**config.mk**
```make
export PLATFORM = sky130hd
export DESIGN_NAME = mdu_issue_ctrl
export DESIGN_NICKNAME = d
export VERILOG_FILES = /design/src/rtl/mdu_issue_ctrl_pkg.sv /design/src/rtl/mdu_req_fifo.sv /design/src/rtl/mdu_issue_ctrl.sv
export SDC_FILE = /design/constraint.sdc
export NUM_CORES = 1
export LEC_CHECK = 0
export CAP_MARGIN = 15
export CELL_PAD_IN_SITES_DETAIL_PLACEMENT = 1
export CELL_PAD_IN_SITES_GLOBAL_PLACEMENT = 2
export CORE_MARGIN = 8
export CORE_UTILIZATION = 27
export CTS_CLUSTER_SIZE = 40
export DETAILED_ROUTE_END_ITERATION = 12
export GPL_ROUTABILITY_DRIVEN = 0
export PLACE_DENSITY = 0.66
export RECOVER_POWER = 25
export SLEW_MARGIN = 20
export SYNTH_ARGS = -nofsm -noshare
export SYNTH_HDL_FRONTEND = slang
export SYNTH_SLANG_ARGS = --single-unit
```
**constraint.sdc**
```tcl
create_clock -name clk -period 4.3 [get_ports clk]
set_clock_uncertainty 0.05 [all_clocks]
set_input_delay 0.86 -clock clk [delete_from_list [all_inputs] [get_ports clk]]
set_output_delay 0.86 -clock clk [all_outputs]
set_load 0.05 [all_outputs]
```
**src/rtl/mdu_issue_ctrl_pkg.sv**
```systemverilog
// Shared MDU op-code constants and default occupancy latencies, used by the
// issue controller, the MDU itself and the hazard unit.
package mdu_issue_ctrl_pkg;

    localparam logic [3:0] OP_MULT  = 4'd0;
    localparam logic [3:0] OP_MULTU = 4'd1;
    localparam logic [3:0] OP_DIV   = 4'd2;
    localparam logic [3:0] OP_DIVU  = 4'd3;
    localparam logic [3:0] OP_MFLO  = 4'd4;
    localparam logic [3:0] OP_MFHI  = 4'd5;
    localparam logic [3:0] OP_MTLO  = 4'd6;
    localparam logic [3:0] OP_MTHI  = 4'd7;
    localparam logic [3:0] OP_IDLE  = 4'd15;

    localparam int MULT_LAT_DEF = 5;
    localparam int DIV_LAT_DEF  = 10;

    function automatic logic is_legal(input logic [3:0] op);
        return op <= OP_MTHI;
    endfunction

    function automatic logic is_mult(input logic [3:0] op);
        return (op == OP_MULT) || (op == OP_MULTU);
    endfunction

    function automatic logic is_div(input logic [3:0] op);
        return (op == OP_DIV) || (op == OP_DIVU);
    endfunction

    function automatic logic is_mf(input logic [3:0] op);
        return (op == OP_MFLO) || (op == OP_MFHI);
    endfunction

endpackage

```
**src/rtl/mdu_req_fifo.sv**
```systemverilog
// Synchronous request FIFO with flush; occupancy is tracked by a count
// register so full/empty never need pointer comparison.
module mdu_req_fifo #(
    parameter int DEPTH = 4,
    parameter int WIDTH = 73
) (
    input  logic                     clk,
    input  logic                     reset,
    input  logic                     flush,
    input  logic                     push,
    input  logic                     pop,
    input  logic [WIDTH-1:0]         wdata,
    output logic [WIDTH-1:0]         rdata,
    output logic                     full,
    output logic                     empty,
    output logic [$clog2(DEPTH):0]   count
);
    localparam int AW = $clog2(DEPTH);
    localparam int CW = AW + 1;

    logic [WIDTH-1:0] mem [DEPTH];
    logic [AW-1:0]    wr_ptr;
    logic [AW-1:0]    rd_ptr;
    logic [CW-1:0]    cnt;
    logic             do_push;
    logic             do_pop;

    assign full    = (cnt == CW'(DEPTH));
    assign empty   = (cnt == '0);
    assign count   = cnt;
    assign rdata   = mem[rd_ptr];
    assign do_push = push && !full && !flush;
    assign do_pop  = pop && !empty && !flush;

    // Pointers wrap naturally because DEPTH is a power of two.
    always_ff @(posedge clk or posedge reset) begin
        if (reset) begin
            wr_ptr <= '0;
            rd_ptr <= '0;
            cnt    <= '0;
        end else if (flush) begin
            wr_ptr <= '0;
            rd_ptr <= '0;
            cnt    <= '0;
        end else begin
            if (do_push) wr_ptr <= wr_ptr + 1'b1;
            if (do_pop)  rd_ptr <= rd_ptr + 1'b1;
            case ({do_push, do_pop})
                2'b10:   cnt <= cnt + 1'b1;
                2'b01:   cnt <= cnt - 1'b1;
                default: ;
            endcase
        end
    end

    always_ff @(posedge clk) begin
        if (do_push) mem[wr_ptr] <= wdata;
    end

endmodule

```
**src/rtl/mdu_issue_ctrl.sv**
```systemverilog
// Pipeline-side MDU controller: queues E-stage ops, issues them under a shadow
// occupancy countdown, returns MF results and cross-checks the MDU busy flag.
module mdu_issue_ctrl
    import mdu_issue_ctrl_pkg::*;
#(
    parameter int DEPTH    = 4,
    parameter int TAG_W    = 5,
    parameter int MULT_LAT = MULT_LAT_DEF,
    parameter int DIV_LAT  = DIV_LAT_DEF
) (
    input  logic             clk,
    input  logic             reset,
    input  logic             flush,
    input  logic             req_valid,
    output logic             req_ready,
    input  logic [3:0]       req_op,
    input  logic [31:0]      req_a,
    input  logic [31:0]      req_b,
    input  logic [TAG_W-1:0] req_tag,
    output logic [3:0]       mdu_op,
    output logic [31:0]      mdu_num_a,
    output logic [31:0]      mdu_num_b,
    input  logic             mdu_busy,
    input  logic [31:0]      mdu_out,
    output logic             resp_valid,
    output logic [TAG_W-1:0] resp_tag,
    output logic [31:0]      resp_data,
    output logic             pending,
    output logic             err
);
    localparam int PW      = 4 + 32 + 32 + TAG_W;
    localparam int MAX_LAT = (DIV_LAT > MULT_LAT) ? DIV_LAT : MULT_LAT;
    localparam int CNT_W   = $clog2(MAX_LAT + 1);

    logic [PW-1:0]          wdata;
    logic [PW-1:0]          head;
    logic                   full;
    logic                   empty;
    logic [$clog2(DEPTH):0] count;

    logic [3:0]             head_op;
    logic [31:0]            head_a;
    logic [31:0]            head_b;
    logic [TAG_W-1:0]       head_tag;

    logic                   enq;
    logic                   push;
    logic                   issue;
    logic                   busy_err;
    logic [CNT_W-1:0]       shadow_cnt;

    assign wdata    = {req_op, req_a, req_b, req_tag};
    assign head_op  = head[PW-1 -: 4];
    assign head_a   = head[TAG_W+63 -: 32];
    assign head_b   = head[TAG_W+31 -: 32];
    assign head_tag = head[TAG_W-1:0];

    // Illegal op codes are swallowed (ready stays high) but never stored.
    assign enq       = req_valid && req_ready;
    assign push      = enq && is_legal(req_op);
    assign req_ready = !full;

    mdu_req_fifo #(
        .DEPTH (DEPTH),
        .WIDTH (PW)
    ) u_fifo (
        .clk   (clk),
        .reset (reset),
        .flush (flush),
        .push  (push),
        .pop   (issue),
        .wdata (wdata),
        .rdata (head),
        .full  (full),
        .empty (empty),
        .count (count)
    );

    // Issue depends only on registered state, never on mdu_busy.
    assign issue     = !empty && (shadow_cnt == '0) && !flush;
    assign mdu_op    = issue ? head_op : OP_IDLE;
    assign mdu_num_a = issue ? head_a  : 32'd0;
    assign mdu_num_b = issue ? head_b  : 32'd0;
    assign pending   = (count != '0) || (shadow_cnt != '0);

    always_ff @(posedge clk or posedge reset) begin
        if (reset) begin
            shadow_cnt <= '0;
        end else if (issue && is_mult(head_op)) begin
            shadow_cnt <= CNT_W'(MULT_LAT);
        end else if (issue && is_div(head_op)) begin
            shadow_cnt <= CNT_W'(DIV_LAT);
        end else if (shadow_cnt != '0) begin
            shadow_cnt <= shadow_cnt - 1'b1;
        end
    end

    always_ff @(posedge clk or posedge reset) begin
        if (reset) begin
            resp_valid <= 1'b0;
            resp_tag   <= '0;
            resp_data  <= '0;
        end else begin
            resp_valid <= issue && is_mf(head_op);
            if (issue && is_mf(head_op)) begin
                resp_tag  <= head_tag;
                resp_data <= mdu_out;
            end
        end
    end

    // The shadow count must mirror MDU busy exactly; the issue cycle itself is exempt.
    assign busy_err = ((shadow_cnt != '0) && !mdu_busy) ||
                      ((shadow_cnt == '0) && !issue && mdu_busy);

    always_ff @(posedge clk or posedge reset) begin
        if (reset) begin
            err <= 1'b0;
        end else if (busy_err || (enq && !is_legal(req_op))) begin
            err <= 1'b1;
        end
    end

endmodule

```
After elaboration in Yosys (flattened, before gate mapping). Memories as Yosys holds them, arrays and structs flattened. Cells that the tools add are included. W data, S select, Z words.

Flip-flop bits (word level): 50. Latch bits: 0. RAM bits: 292. Bits in read-only memories: 0. Input bits: 110. Output and inout port bits: 109. Logic and storage cells: 73. Memories kept: 1.

Add/subtract/negate cells: 5. $mul: 0. Div/mod/pow operators: 0. $lt $le $gt $ge: 1. Equality and inequality tests: 8. Shifts and indexed selects: 0. Muxes and demuxes: 14. Bitwise operators: 0. Reductions and logical operators: 36.

Memory list: u_fifo.mem (depth 4, width 73, rd ports 1, clocked after memory_dff 0, write ports 1, line mdu_req_fifo.sv:21) `logic [WIDTH-1:0] mem [DEPTH];`.

Operators with widths (number): $mux W32 (2); $mux W4 (4); $logic_and A1 B1 Y1 (15); $reduce_bool A3 Y1 (3); $eq A4 B2 Y1 const B (2); $eq A4 B3 Y1 const B (2); $logic_not A4 Y1 (2); $mux W2 (4); $logic_not A1 Y1 (6); $logic_or A1 B1 Y1 (6); $pmux W3 S2 (1); $add A2 B1 Y2 const B (2); $eq A4 B1 Y1 const B (1); $le A4 B3 Y1 const B (1); $reduce_bool A2 Y1 (2); $reduce_bool A4 Y1 (1); $sub A4 B1 Y4 const B (1); $add A3 B1 Y3 const B (1); $eq A3 B3 Y1 const B (1); $logic_not A3 Y1 (1); $mux W3 (1); $sub A3 B1 Y3 const B (1); $eq A2 B1 Y1 const B (1); $eq A2 B2 Y1 const B (1); $mux W1 (2).

Logic depth before layout (Yosys ltp). Gate-level depths: netlist of run 1.

Depth in word-level cells: 9. Mapped depth: 9. Mapped depth without buffers: 9.

By module. From an unflattened synthesis of run 1, not the netlist that was laid out.

Cells, all modules: 647. Area total of the unflattened synthesis: 13406.6 sq um.

Modules (own cells, without submodules): mdu_req_fifo (instances 1, cells an instance 448, area each 11114.4 sq um, seq. area each 8943.6 sq um); mdu_issue_ctrl (instances 1, cells an instance 199, area each 2292.2 sq um, seq. area each 1076.0 sq um).

Worst setup path before layout of run 1. No wires, ideal clock.

Kind: register to register. Start point: register u_fifo.cnt[2] (netlist: u_fifo.count[2]). End point: memory u_fifo.mem[0][0], enable pin. Setup time: 0.439 ns. Data arrival time: 3.061 ns. Required time: 3.811 ns. Setup slack: 0.750 ns. Stages on the path, launching flop included: 5. Path buffers: 0. Clock period less this slack: 3.550 ns. Path through: dfrtp_1 or3b_1 nand2_1 nor3_1 and2_1.

Longest elaborated chain between the ends: 8.

Ends and longest elaborated chain: start: declaration (line mdu_req_fifo.sv:24) `logic [CW-1:0] cnt;`; start signal: assignment (line mdu_req_fifo.sv:49) `2'b10: cnt <= cnt + 1'b1;`; start signal: assignment (line mdu_req_fifo.sv:50) `2'b01: cnt <= cnt - 1'b1;`; $eq A3 B3 Y1 * (line mdu_req_fifo.sv:28) `assign full = (cnt == CW'(DEPTH));`; $logic_not A1 Y1 * (line mdu_issue_ctrl.sv:61) `assign req_ready = !full;`; named net req_ready (line mdu_issue_ctrl.sv:15) `output logic req_ready,`; $logic_and A1 B1 Y1 (line mdu_issue_ctrl.sv:59) `assign enq = req_valid && req_ready;`; $logic_and A1 B1 Y1 (line mdu_issue_ctrl.sv:60) `assign push = enq && is_legal(req_op);`; $logic_and A1 B1 Y1 * (2 in series) (line mdu_req_fifo.sv:32) `assign do_push = push && !full && !flush;`; $mux W1 * (line mdu_req_fifo.sv:57) `if (do_push) mem[wr_ptr] <= wdata;`; $mux W1 (implied by the code) * (line mdu_req_fifo.sv:57); end: declaration (line mdu_req_fifo.sv:21).

The timed path passes the listed nets; every way through them passes the cells marked *.

Final worst setup path of run 1.
Start point: register shadow_cnt[0]. End point: output mdu_num_b[4].

Longest elaborated chain between the ends: 4.

Ends and longest elaborated chain: start: declaration (line mdu_issue_ctrl.sv:50) `logic [CNT_W-1:0] shadow_cnt;`; start signal: assignment (line mdu_issue_ctrl.sv:90) `shadow_cnt <= CNT_W'(MULT_LAT);`; start signal: assignment (line mdu_issue_ctrl.sv:92) `shadow_cnt <= CNT_W'(DIV_LAT);`; start signal: assignment (line mdu_issue_ctrl.sv:94) `shadow_cnt <= shadow_cnt - 1'b1;`; $logic_not A4 Y1 (line mdu_issue_ctrl.sv:80) `assign issue = !empty && (shadow_cnt == '0) && !flush;`; $logic_and A1 B1 Y1 (2 in series) (line mdu_issue_ctrl.sv:80); $mux W32 (line mdu_issue_ctrl.sv:83) `assign mdu_num_b = issue ? head_b : 32'd0;`; end: declaration (line mdu_issue_ctrl.sv:22) `output logic [31:0] mdu_num_b,`.

Every way passes these cells.

==> results of run 1 <==
[logic make-up after synthesis]
group / share of synthesized area, %
xor+xnor: 0.199
buf+inv: 1.47
mux: 16.6
simple gates: 4.53
flops: 75.9
fa+ha+maj: 0.720
compound gates: 0.663
[area by class of cell]
cell class	count	area, um2
clock buffers	48	1060
inverters	9	33.8
clock inverters	22	292
well taps	622	778
multi-input cells	236	3010
repair buffers	239	2360
diodes	1	2.50
fillers	4849	31100
flip-flops and latches	342	10000
[flip-flops by register name (all words and copies together) (netlist names)]
name / count
u_fifo.mem: 292
resp_data: 32
err: 1
resp_tag: 5
shadow_cnt: 4
u_fifo.wr_ptr: 2
u_fifo.count: 3
u_fifo.rd_ptr: 2
resp_valid: 1
[routing by layer]
metal	track usage, %	wire length [um]
met1	14.8	14700
met2	18.6	15200
met3	3.56	2090
met4	3.99	782
met5	0	65
[per-stage QoR]
stage / util, % / worst slack [ns] / hold WS, ns
final: 36.1 / 0.193 / 0.450
after global placement: 33.3 / 0.718 / 0.436
after detailed placement: 33.3 / 0.720 / 0.438
after global routing: 36.1 / 0.0367 / 0.472
after floorplan: - / 0.750 / 0.457
after CTS: 36.1 / 0.0961 / 0.457
[Yosys cell counts, types with 2 or more instances]
library cell	number
edfxtp_1	292
mux4_2	73
and3_1	64
dfrtp_1	50
clkbuf_1	21
mux2_2	21
mux2_4	19
nand2_1	10
inv_1	9
buf_2	8
ha_1	6
and2_1	4
nor2_1	4
buf_6	3
nand3_1	3
nor3_1	3
o21ai_0	3
or2_2	3
a21oi_1	2
a22o_1	2
a31oi_1	2
buf_1	2
mux2i_1	2
o211a_1	2
xnor2_1	2
[critical path, delay by kind of cell (launching register included)]
kind / cells / cell delay, ns
adders and majority gates: 1 / 0.18
and+or+nand+nor: 3 / 0.93
DFF: 1 / 0.40
buffers and inverters: 3 / 1.13
[power groups by stage]
stage                     Combinational [W]  Clock, W  Sequential (W)
after floorplan                    0.000833         0         0.00440
after global placement              0.00192         0         0.00401
after detailed placement            0.00193         0         0.00402
after CTS                           0.00193   0.00366         0.00395
after global routing                0.00199   0.00375         0.00398
final                               0.00188   0.00352         0.00395
[worst min path at each step]
stage | start | end | slack [ns] | cells after the start
2_1_floorplan | shadow_cnt[3] | shadow_cnt[3] | 0.46 | 2
3_3_place_gp | resp_data[6] | resp_data[6] | 0.44 | 1
3_5_place_dp | err | err | 0.44 | 2
4_1_cts | resp_data[16] | resp_data[16] | 0.46 | 1
5_1_grt | resp_data[18] | resp_data[18] | 0.47 | 1
6_report | resp_data[8] | resp_data[8] | 0.45 | 1
==> flow_metrics.py, run 1 <==
metrics = {
    "synthesis": {
        "synth_edf_count": 292,
        "synth_top_area_share_pct": 66.4,
        "yosysSeqAreaShare_pct": 75.9,
        "synthCells": 621,
        "ys_top_cells_by_area": "edfxtp_1 66%, mux4_2 12%, dfrtp_1 9.5%, and3_1 3.0%, mux2_4 2.2%",
        "synth_ff_type": "edfxtp_1",
        "async_flop_share_pct": 14.6,
        "netlist_area_um2": 13200,
        "synth_top_area_cell": "edfxtp_1",
        "synth-seq-cells": 342,
        "syn_nets": 738,
        "syn_area_per_cell_um2": 21.3,
        "ys_types": 36,
        "yosys_warnings": 0,
    },
    "setup_path": {
        "worstSetupStartpointType": "flip-flop",
        "setup.worst_path.end_class": "output port",
        "reg2reg_setup_slack_ns": 1.21,
        "crit_type": "reg -> out",
        "rr_worst_depth": 4,
        "path_max_fanout": 39,
        "endpoint": "mdu_num_b[4]",
        "required_ns": 3.39,
        "worst_ep_arrival_time_ns": 3.20,
        "max_stage_delay_ns": 0.81,
        "cp_slowest_cell": "clkdlybuf4s50_1",
        "crit_chain": "inv_1 -> ha_1 -> or3b_4 -> nor2_4 -> buf_12 -> and3_1 -> clkdlybuf4s50_1",
        "r2r-start": "u_fifo.rd_ptr[0]",
        "cp-startpoint": "shadow_cnt[0]",
        "reg2reg_to": "resp_data[25]",
    },
    "final_layout": {
        "fin_cells": 1519,
        "final_area_um2": 17600,
        "final_cell_mix": "292 x edfxtp_1, 124 x clkdlybuf4s50_1, 73 x mux4_2",
        "final_common_cell": "edfxtp_1",
        "final_nets": 985,
        "area_growth_pct": 33.0,
        "drive_above_1_share_pct": 27.9,
    },
    "clocking": {
        "htreeDepth": 2,
        "hold_buffers": 0,
        "clk_path_buf_depth": 3,
        "clk_latency_ns": 0.54,
        "clockRootBuffer": "clkbuf_16",
        "clk_pin_slew_worst_paths_ns": 0.06,
        "ctsResizeCount": 0,
        "cts_sinks": 342,
        "cts_tree": "yes",
        "cts_buffers": 40,
        "post_cts_buffers": 0,
    },
    "die": {
        "die_w_um": 237,
        "rows": 81,
        "core_area_um2": 48600,
        "start_util_pct": 27.1,
        "die_area_um2": 56200,
        "ios": 219,
        "die_h_um": 237,
    },
    "power": {
        "p_per_area_nw_per_um2": 532,
        "switchingPower_w": 0.00256,
        "p_leak_nw": 6.29,
        "intPower_w": 0.00679,
        "total_power_w": 0.00935,
        "pwr-share-seq_pct": 42.3,
        "power_frac_comb_pct": 20.1,
        "sw_frac_of_total_pct": 27.4,
        "ir_worst_vdd_uv": 301,
        "power_frac_clock_pct": 37.6,
    },
    "sta": {
        "min_period_ns": 4.11,
        "tightest_slew_ns": 0.824,
        "post-route-period-util_pct": 95.5,
        "rsz0062_at_grt": "no",
        "hold_viol": 0,
        "drv_slew": 0,
        "fin_setup_tns_ns": 0,
        "timing.slew.headroom_pct": 45.0,
        "fmax_mhz": 243,
        "finalSetupViolCount": 0,
    },
    "flow_run": {
        "cap_violations": 0,
    },
    "place": {
        "numPortBuffers": 218,
        "dp.final_hpwl_um": 21000,
        "dpl_cell_area_um2": 16200,
        "dp.cells": 1448,
    },
    "route": {
        "vias": 6849,
        "wirelength_um": 32800,
        "wl_per_cell_um": 21.6,
        "drt_first_iter_violations": 314,
        "detail-route-antenna-nets": 0,
        "first_pass_iters": 4,
        "via_per_inst": 4.51,
        "drc": 0,
    },
    "global_route": {
        "grt_util_all_layers_pct": 11.6,
        "antenna_found_initial": 7,
        "grt_max_degree": 48,
        "grt_pass1_wl_um": 49700,
        "grt_pass1_vias": 7671,
        "gr-total-overflow": 0,
    },
    "run_status": {
        "status": "complete, no violations",
    },
    "hold_path": {
        "hp-class": "reg -> reg",
    },
}
Note: power is estimated with default switching activity, not from simulation.
==> run 2: changes to the inputs <==
PLACE_DENSITY = 0.68   (was 0.66)
clock period = 3.43 ns   (was 4.3 ns; I/O delays follow)
==> flow_metrics.py, run 2 (synthesis results as in run 1) <==
metrics = {
    "flow_run": {
        "cap_violations": 0,
    },
    "clocking": {
        "clk_path_buf_depth": 3,
        "clk_pin_slew_worst_paths_ns": 0.06,
        "htreeDepth": 2,
        "cts_sinks": 342,
        "clk_latency_ns": 0.54,
        "cts_buffers": 39,
        "clockRootBuffer": "clkbuf_16",
        "cts_tree": "yes",
        "hold_buffers": 0,
    },
    "global_route": {
        "grt_pass1_vias": 7599,
        "gr-total-overflow": 0,
        "antenna_found_initial": 7,
        "grt_max_degree": 50,
        "grt_util_all_layers_pct": 11.5,
        "grt_pass1_wl_um": 49500,
    },
    "route": {
        "drc": 0,
        "drt_first_iter_violations": 241,
        "route.met3.wl_um": 1990,
        "first_pass_iters": 4,
        "detail-route-antenna-nets": 0,
        "wirelength_um": 32800,
        "wl_per_cell_um": 21.5,
        "vias": 6860,
        "dr.max_layer_used": "met5",
        "via_per_inst": 4.49,
        "wl_met2_um": 15100,
        "drt-met1-wl_um": 15000,
    },
    "hold_path": {
        "min_to": "err",
        "min_path_cells": 2,
        "holdCritStartpoint": "err",
        "hp-class": "reg -> reg",
    },
    "sta": {
        "tightest_slew_ns": 0.768,
        "post-route-period-util_pct": 97.0,
        "min_period_ns": 3.33,
        "finalSetupViolCount": 0,
        "rsz0062_at_grt": "yes",
        "timing.slew.headroom_pct": 48.7,
        "drv_slew": 0,
        "hold_viol": 0,
        "fmax_mhz": 301,
        "fin_setup_tns_ns": 0,
    },
    "setup_path": {
        "required_ns": 2.69,
        "worstSetupStartpointType": "flip-flop",
        "crit_type": "reg -> out",
        "path_max_fanout": 24,
        "setup.worst_path.end_class": "output port",
        "r2r-start": "u_fifo.rd_ptr[0]",
        "reg2reg_to": "resp_data[24]",
        "reg2reg_setup_slack_ns": 0.67,
        "rr_worst_depth": 6,
        "worst_ep_arrival_time_ns": 2.59,
    },
    "final_layout": {
        "regMostFlops": "u_fifo.mem",
        "final_nets": 991,
        "final_area_um2": 18400,
        "layout_top_registers": "u_fifo.mem x292, resp_data x32, resp_tag x5",
        "post-route-util_pct": 37.8,
        "final_common_cell": "edfxtp_1",
        "largest_reg_flops": 292,
        "fin_cells": 1528,
        "drive_above_1_share_pct": 33.1,
        "area_growth_pct": 39.3,
        "final_cell_mix": "292 x edfxtp_1, 98 x clkdlybuf4s50_1, 75 x buf_12",
    },
    "die": {
        "rows": 81,
        "die_h_um": 237,
        "start_util_pct": 27.1,
        "die_area_um2": 56200,
        "core_area_um2": 48600,
        "ios": 219,
        "die_w_um": 237,
    },
    "power": {
        "total_power_w": 0.0119,
        "ir_worst_vdd_uv": 275,
        "p_per_area_nw_per_um2": 644,
        "p_leak_nw": 6.55,
    },
    "run_status": {
        "status": "complete, no violations",
    },
    "place": {
        "dp.final_hpwl_um": 20800,
        "dpl_cell_area_um2": 17000,
        "dp.cells": 1452,
        "numPortBuffers": 218,
    },
}
[run 2: cell count changes in the layout (fill, tap and decap cells not counted), moves of 2 or more]
cell / change
clkdlybuf4s50_1: -26
diode_2: +2
clkinvlp_4: -2
and3_1: -17
buf_4: -34
and3_2: +16
clkinv_2: +2
buf_12: +65
[run 2: layer usage]
metal,global-route usage (%),up-vias
met4,3.18,2
met1,15.5,3582
li1,-,3034
met2,18.0,191
met5,0,-
met3,3.64,51
[run 2: what timing repair did]
action | CTS | global route
gates cloned | 0 | 1
buffers inserted | 0 | 2
pin swaps | 0 | 1
endpoints found under the setup margin | 2 | 29
resized for setup | 2 | 17
[run 2: how the worst max path moves through the flow]
stage / startpoint / to / slack (ns)
after floorplan: shadow_cnt[0] / mdu_num_b[10] / 0.40
after global placement: flush / u_fifo.mem[1][53] / 0.42
after detailed placement: flush / u_fifo.mem[3][57] / 0.38
after CTS: shadow_cnt[0] / mdu_num_a[2] / 0.004
after global routing: shadow_cnt[0] / mdu_num_b[0] / -0.01
final: shadow_cnt[0] / mdu_num_b[31] / 0.10
[run 2: cell type report]
cell class | count | area [um2]
well taps | 622 | 778
diodes | 3 | 7.51
clock buffers | 46 | 1010
clock inverters | 24 | 320
inverters | 9 | 33.8
fillers | 4766 | 30200
multi-input cells | 236 | 3040
flip-flops and latches | 342 | 10000
repair buffers | 246 | 3190
[run 2: critical path, stage by stage, from the launching register on]
cell and delay [ns]:
dfrtp_1 0.41, inv_1 0.10, ha_1 0.18, or3b_4 0.44, nor2_4 0.10, buf_4 0.18, buf_12 0.18, and3_2 0.27
buf_12 0.15
[run 2: power breakdown]
part           internal [W]  switching (W)  total [W]
Sequential          0.00479       0.000147    0.00493
Combinational       0.00114        0.00144    0.00258
Clock               0.00271        0.00163    0.00434
Total               0.00864        0.00321     0.0119
[run 2: stage by stage]
stage               hold slack [ns]  worst slack, ns
floorplan                     0.457            0.402
global placement              0.424            0.415
detailed placement            0.438            0.383
CTS                           0.451          0.00413
global route                  0.458          -0.0128
finish                        0.449            0.103
==> run 3: changes to the inputs <==
CORE_UTILIZATION = 36   (was 27)
MAX_ROUTING_LAYER = met4   (was default)
PLACE_DENSITY = 0.84   (was 0.68)
TNS_END_PERCENT = 10   (was default)
==> flow_metrics.py, run 3 (synthesis results as in run 1) <==
metrics = {
    "clocking": {
        "hold_buffers": 0,
        "cts_sinks": 342,
        "htreeDepth": 2,
        "cts_buffers": 37,
        "cts_tree": "yes",
        "clk_latency_ns": 0.50,
        "clk_pin_slew_worst_paths_ns": 0.06,
        "clockRootBuffer": "clkbuf_16",
        "clk_path_buf_depth": 3,
    },
    "route": {
        "wirelength_um": 31400,
        "detail-route-antenna-nets": 0,
        "vias": 6772,
        "wl_per_cell_um": 23.0,
        "via_per_inst": 4.96,
        "first_pass_iters": 4,
        "drt_first_iter_violations": 347,
        "drc": 0,
    },
    "final_layout": {
        "regMostFlops": "u_fifo.mem",
        "largest_reg_flops": 292,
        "final_cell_mix": "292 x edfxtp_1, 100 x clkdlybuf4s50_1, 77 x buf_12",
        "final_common_cell": "edfxtp_1",
        "final_nets": 987,
        "drive_above_1_share_pct": 31.4,
        "area_growth_pct": 36.1,
        "fin_cells": 1365,
        "final_area_um2": 18000,
        "layout_top_registers": "u_fifo.mem x292, resp_data x32, resp_tag x5",
    },
    "power": {
        "p_per_area_nw_per_um2": 622,
        "power_frac_comb_pct": 22.8,
        "intPower_w": 0.00807,
        "sw_frac_of_total_pct": 27.8,
        "switchingPower_w": 0.00310,
        "ir_worst_vdd_uv": 394,
        "total_power_w": 0.0112,
        "pwr-share-seq_pct": 44.2,
        "p_leak_nw": 6.43,
        "power_frac_clock_pct": 33.0,
    },
    "setup_path": {
        "cp-startpoint": "shadow_cnt[0]",
        "crit_type": "reg -> out",
        "cp_slowest_cell": "or3b_4",
        "worst_ep_arrival_time_ns": 2.57,
        "critPathBufInv": 3,
        "reg2reg_setup_slack_ns": 0.67,
        "r2r-start": "shadow_cnt[0]",
        "worstSetupStartpointType": "flip-flop",
        "crit_chain": "inv_1 -> ha_1 -> or3b_4 -> nor2_4 -> buf_6 -> and3_2 -> buf_12",
        "setup.worst_path.end_class": "output port",
        "path_max_fanout": 20,
        "max_stage_delay_ns": 0.45,
        "required_ns": 2.69,
        "cpLargestDelayFamily": "simple AND/OR/NAND/NOR gates",
    },
    "sta": {
        "timing.slew.headroom_pct": 44.7,
        "rsz0062_at_grt": "yes",
        "tightest_slew_ns": 0.829,
        "min_period_ns": 3.31,
        "finalSetupViolCount": 0,
        "post-route-period-util_pct": 96.5,
        "hold_viol": 0,
        "fin_setup_tns_ns": 0,
        "fmax_mhz": 302,
        "drv_slew": 0,
        "hold_ws_ns": 0.454,
    },
    "place": {
        "dp.cells": 1299,
        "dpl_cell_area_um2": 16800,
        "numPortBuffers": 218,
        "dp.final_hpwl_um": 21000,
    },
    "global_route": {
        "antenna_found_initial": 1,
        "grt_util_all_layers_pct": 14.9,
        "grt_pass1_wl_um": 48700,
        "grt_max_degree": 51,
        "grt_pass1_vias": 7596,
        "gr-total-overflow": 0,
    },
    "hold_path": {
        "hp-class": "reg -> reg",
        "holdCritStartpoint": "resp_data[10]",
    },
    "die": {
        "start_util_pct": 36.3,
        "core_area_um2": 36300,
        "die_area_um2": 43100,
        "die_h_um": 208,
        "ios": 219,
        "die_w_um": 208,
        "rows": 70,
    },
    "run_status": {
        "status": "complete, no violations",
    },
    "flow_run": {
        "cap_violations": 0,
    },
}
-- run 3: cell count changes in the layout (fill, tap and decap cells not counted), moves of 3 or more --
cell and delta:
and3_1 +4, and3_2 -4, buf_4 -3, bufinv_16 -7, clkbuf_1 +6, clkinv_2 -3
-- run 3: final timing paths --
path                                  to  depth (start not counted)
max                         mdu_num_a[0]                          7
max reg2reg                resp_data[24]                          7
min                        resp_data[10]                          1
max in group asynchronous  resp_data[16]                          3
min in group asynchronous   resp_data[6]                          2
min reg2reg                resp_data[10]                          1
-- run 3: stage by stage --
step | util, % | setup slack [ns]
global placement | 46.3 | 0.419
CTS | 49.4 | 0.0363
floorplan | - | -0.119
finish | 49.4 | 0.119
global route | 49.4 | -0.00763
detailed placement | 46.3 | 0.398
-- run 3: repair_timing --
action                     4_1_cts  5_1_grt
setup buffers                    0        0
setup endpoints to repair        2       12
resized for setup                2       12
-- run 3: worst register-to-register path, delay by kind of cell, from the launching register on --
family,cells,cell delay [ns]
muxes,1,0.40
and+or+nand+nor,3,1.18
buffers and inverters,2,0.41
adders and majority gates,1,0.20
DFF,1,0.40
-- run 3: area by class of cell --
class / instances / area (um2)
Tap cell: 468 / 586
Timing Repair Buffer: 244 / 3170
Fill cell: 3299 / 18400
Multi-Input combinational cell: 236 / 3030
Antenna cell: 1 / 2.50
Clock buffer: 51 / 1020
Inverter: 9 / 33.8
Clock inverter: 14 / 95.1
Sequential cell: 342 / 10000
-- run 3: layer usage --
metal / GRT usage, % / vias to the layer above / wire length [um]
li1: - / 3019 / -
met1: 19.4 / 3507 / 14000
met2: 23.7 / 198 / 15300
met3: 3.08 / 48 / 1530
met4: 3.67 / 0 / 613
met5: - / - / 0
-- run 3: power by group through the flow --
stage	clock network, W	registers, W	logic (W)
after detailed placement	0	0.00502	0.00259
after floorplan	0	0.00552	0.00104
final	0.00369	0.00494	0.00255
after global placement	0	0.00501	0.00255
after CTS	0.00380	0.00494	0.00260
after global routing	0.00395	0.00497	0.00269
==> variant 1, RTL diff (settings of run 2) <==
Make the reset (`reset`) synchronous in 4 clocked blocks.
--- a/src/rtl/mdu_req_fifo.sv
+++ b/src/rtl/mdu_req_fifo.sv
@@ -33,7 +33,7 @@
     assign do_pop  = pop && !empty && !flush;
 
     // Pointers wrap naturally because DEPTH is a power of two.
-    always_ff @(posedge clk or posedge reset) begin
+    always_ff @(posedge clk) begin
         if (reset) begin
             wr_ptr <= '0;
             rd_ptr <= '0;
--- a/src/rtl/mdu_issue_ctrl.sv
+++ b/src/rtl/mdu_issue_ctrl.sv
@@ -83,7 +83,7 @@
     assign mdu_num_b = issue ? head_b  : 32'd0;
     assign pending   = (count != '0) || (shadow_cnt != '0);
 
-    always_ff @(posedge clk or posedge reset) begin
+    always_ff @(posedge clk) begin
         if (reset) begin
             shadow_cnt <= '0;
         end else if (issue && is_mult(head_op)) begin
@@ -95,7 +95,7 @@
         end
     end
 
-    always_ff @(posedge clk or posedge reset) begin
+    always_ff @(posedge clk) begin
         if (reset) begin
             resp_valid <= 1'b0;
             resp_tag   <= '0;
@@ -113,7 +113,7 @@
     assign busy_err = ((shadow_cnt != '0) && !mdu_busy) ||
                       ((shadow_cnt == '0) && !issue && mdu_busy);
 
-    always_ff @(posedge clk or posedge reset) begin
+    always_ff @(posedge clk) begin
         if (reset) begin
             err <= 1'b0;
         end else if (busy_err || (enq && !is_legal(req_op))) begin
Function: differs if reset is asserted again (counterexample within 4 cycles, from zero or initial values and one cycle with reset high); with reset held inactive, the same outputs for 4 cycles.
==> variant 1 against run 2 <==
Critical path depth is 1 lower; critical path type unchanged; register-to-register slack about the same; largest cell class unchanged; fmax increased by 2.5%; design area shrank 0.93%; sequential cell count increased by 2; sequential share of layout area is 0.64 points lower; synthesized area shrank 0.27%; critical endpoint is now mdu_num_b[9]; cell count is 5.7% higher; setup slack better by 0.081 ns; wire length fell by 0.72%.
Power is not compared: it rests on default switching activity, and its combinational part moved more than twofold at a synthesized area within 25%.
==> variant 1: results (changes against run 2) <==
metric;value;unit;change
cts_made_buffers;40;;was 39
synthDistinctLibCells;38;;was 36
port_buffers;218;;unchanged
cts_setup_buffers;0;;unchanged
syn_nets;832;;was 738
top_regs;u_fifo.mem x292, resp_data x32, resp_tag x5;;unchanged
grt_pass1_vias;7803;;was 7599
cts_resized;0;;was 2
largest_reg_flops;292;;unchanged
outcome;complete, no violations;;unchanged
drive_above_1_share;24.7;%;was 33.1%
yosys-top-cells-area;edfxtp_1, mux4_2, dfxtp_1;;was edfxtp_1, mux4_2, dfrtp_1
drtPass1Iterations;4;;unchanged
insertion_delay;0.55;ns;
power.switching;2.03;mW;
slew-limit-headroom;62.2;%;was 48.7%
grt_max_degree;41;;was 50
hold_class;reg -> reg;;unchanged
synth_warnings;0;;unchanged
clk_pin_slew;0.06;ns;about the same
async_reset_ff_share;0;%;was 14.6%
first_iter_violations;269;;was 241
route.vias.total;7262;;was 6860
antenna_found_initial;9;;was 7
grt_pass1_wl;49.1;mm;was 49.5 mm
seq_area_frac_synth;74.5;%;was 75.9%
clk_path_buf_depth;3;;unchanged
dp.final_hpwl;21.4;mm;was 20.8 mm
leakage;5.79;nW;
synth_top_cells_by_count;edfxtp_1, mux4_2, and2_1, dfxtp_1, a21oi_1;;was edfxtp_1, mux4_2, and3_1, dfrtp_1
cp.arrival;2.51;ns;was 2.59 ns
routed_wl;32.6;mm;was 32.8 mm
peakVddDrop;451;uV;
critPathMaxFanout;24;;unchanged
grt.total_usage;11.4;%;was 11.5%
nNetsFinal;1076;;was 991
synth_edf_count;292;;unchanged
clockRootBuffer;clkbuf_16;;unchanged
cts_max_level;2;;unchanged
[variant 1: logic make-up (layout without fill, tap and decap cells)]
family,after synthesis,after routing,share of synthesized area [%]
AO/OA/AOI/OAI,84,84,3.24
XOR/XNOR,6,6,0.399
adder cells (fa/ha/maj),7,7,0.722
buffers and inverters,56,332,2.04
flip-flops,344,344,74.5
multiplexers,78,78,12.9
other,0,2,0
AND/OR/NAND/NOR,140,140,6.24
[variant 1: stage by stage]
| step | worst slack [ns] | area, sq um | std cells | hold slack [ns] |
|---|---|---|---|---|
| 2_1_floorplan | 0.0875 | 13200 | 715 | 0.419 |
| 3_3_place_gp | 0.182 | 17000 | 1539 | 0.412 |
| 3_5_place_dp | 0.142 | 17000 | 1539 | 0.418 |
| 4_1_cts | 0.0798 | 18200 | 1613 | 0.427 |
| 5_1_grt | 0.0276 | 18200 | 1615 | 0.443 |
| 6_report | 0.184 | 18200 | 1615 | 0.423 |
[variant 1: power by group through the flow]
| stage | Clock [mW] | Combinational (mW) | Sequential [mW] |
|---|---|---|---|
| 2_1_floorplan | 0 | 0.304 | 4.71 |
| 3_3_place_gp | 0 | 0.645 | 4.70 |
| 3_5_place_dp | 0 | 0.660 | 4.70 |
| 4_1_cts | 4.23 | 0.663 | 4.61 |
| 5_1_grt | 4.38 | 0.690 | 4.62 |
| 6_report | 4.07 | 0.639 | 4.61 |
[variant 1: final cells by class]
cell class,count,area [sq um]
tap,622,778
clock buffer,49,1030
clock inverter,25,235
multi-input combinational,315,3110
sequential,344,9820
antenna,2,5.00
fill,4830,30300
timing repair buffer,249,3210
inverter,9,33.8
[variant 1: layer usage]
metal	GRT usage (%)	share of wire, %	up-vias
met5	0	0.27	-
met2	18.2	46	212
li1	-	-	3302
met1	14.3	44	3674
met3	4.19	7.6	60
met4	3.30	1.9	14
[variant 1: worst max-delay path, stage by stage (launching register included)]
cell and delay, ns:
dfxtp_1 0.33, inv_1 0.06, ha_1 0.22, or4b_1 0.52, nor2_4 0.26, buf_12 0.20
and2_1 0.21, buf_12 0.15
[variant 1: worst paths after layout]
path         slack (ns)  cells past startpoint                  startpoint                            to
max                0.18                      7  shadow_cnt[0]$_SDFFE_PP0P_                  mdu_num_b[9]
min                0.42                      2  resp_data[31]$_SDFFE_PP0P_    resp_data[31]$_SDFFE_PP0P_
max reg2reg        0.67                     10  shadow_cnt[0]$_SDFFE_PP0P_  u_fifo.count[2]$_SDFFE_PP0P_
min reg2reg        0.42                      2  resp_data[31]$_SDFFE_PP0P_    resp_data[31]$_SDFFE_PP0P_
==> variant 2, RTL diff (config.mk and constraints of run 2) <==
Without the edit above. `MULT_LAT_DEF`: 5 -> 6.
--- a/src/rtl/mdu_issue_ctrl_pkg.sv
+++ b/src/rtl/mdu_issue_ctrl_pkg.sv
@@ -12,7 +12,7 @@
     localparam logic [3:0] OP_MTHI  = 4'd7;
     localparam logic [3:0] OP_IDLE  = 4'd15;
 
-    localparam int MULT_LAT_DEF = 5;
+    localparam int MULT_LAT_DEF = 6;
     localparam int DIV_LAT_DEF  = 10;
 
     function automatic logic is_legal(input logic [3:0] op);
Formal check against the unedited RTL: not equivalent (a bounded check fails within 10 cycles, from zero or initial values and one cycle with reset high).
==> variant 2 against run 2 <==
Wire length shrank 1.6%; via count fell by 2.2%; setup slack got worse by 0.072 ns; synthesized cell count fell by 1.9%; sequential cell count is the same; global-route usage decreased by 0.059 points; design area grew 1.4%; power is 0.56% lower; hold slack worse by 0.013 ns; synthesized area fell by 0.44%.
==> variant 2: results (changes against run 2) <==
metric;value;unit;change
antenna_found_initial;6;;was 7
wl_met2;15.2;mm;was 15.1 mm
multi_input_area;3250;sq um;was 3040 sq um
switching_share;28.2;%;was 27.1%
leakage;6.40;nW;was 6.55 nW
hold_class;in -> async;;was reg -> reg
met1_usage;14.6;%;was 15.5%
pg_seq;4.97;mW;was 4.93 mW
clk_share;6.62;%;was 7.24%
ff2ff_setup_slack;0.30;ns;was 0.67 ns
grt_max_degree;54;;was 50
antennaDiodeCount;2;;was 3
wl_met3;2.11;mm;was 1.99 mm
grt_pass1_vias;7567;;was 7599
cp.arrival;2.66;ns;was 2.59 ns
powerComb;2.84;mW;was 2.58 mW
dp.final_hpwl;20.3;mm;was 20.8 mm
cts_resized;84;;was 2
viasPerCell;4.38;;was 4.49
r2r_start;shadow_cnt[0]$_DFFE_PP0P_;;was u_fifo.rd_ptr[0]$_DFFE_PP0P_
gr-usage-met3;4.13;%;was 3.64%
seq_share;53.7;%;was 54.5%
synth_mux_area_share;16.6;%;about the same
outcome;complete, no violations;;unchanged
avgSynthCellArea;21.6;sq um;was 21.3 sq um
synth_compound_area_share;0.523;%;was 0.663%
==> variant 2: cell count changes in the layout (fill, tap and decap cells not counted), sizes merged, moves of 4 or more <==
cell / change
and3: -64
nor2b: +64
buf: +9
bufinv: -7
clkbuf: +5
nand2: -4
==> variant 2: critical path, cell delays in order, from the launching register on <==
cell,delay [ns]
dfrtp_1,0.39
inv_2,0.09
ha_4,0.13
or3b_4,0.37
or3_4,0.48
buf_12,0.20
or2_2,0.32
buf_6,0.16
==> variant 2: worst max path at each step <==
stage / from / endpoint / slack, ns / depth (start not counted)
floorplan: shadow_cnt[0]$_DFFE_PP0P_ / mdu_num_b[15] / 0.07 / 8
global placement: flush / mdu_num_b[17] / 0.28 / 5
detailed placement: flush / mdu_num_b[13] / 0.31 / 5
CTS: shadow_cnt[0]$_DFFE_PP0P_ / mdu_op[0] / -0.04 / 7
global route: shadow_cnt[0]$_DFFE_PP0P_ / mdu_op[2] / -0.07 / 7
finish: shadow_cnt[0]$_DFFE_PP0P_ / mdu_op[0] / 0.03 / 7
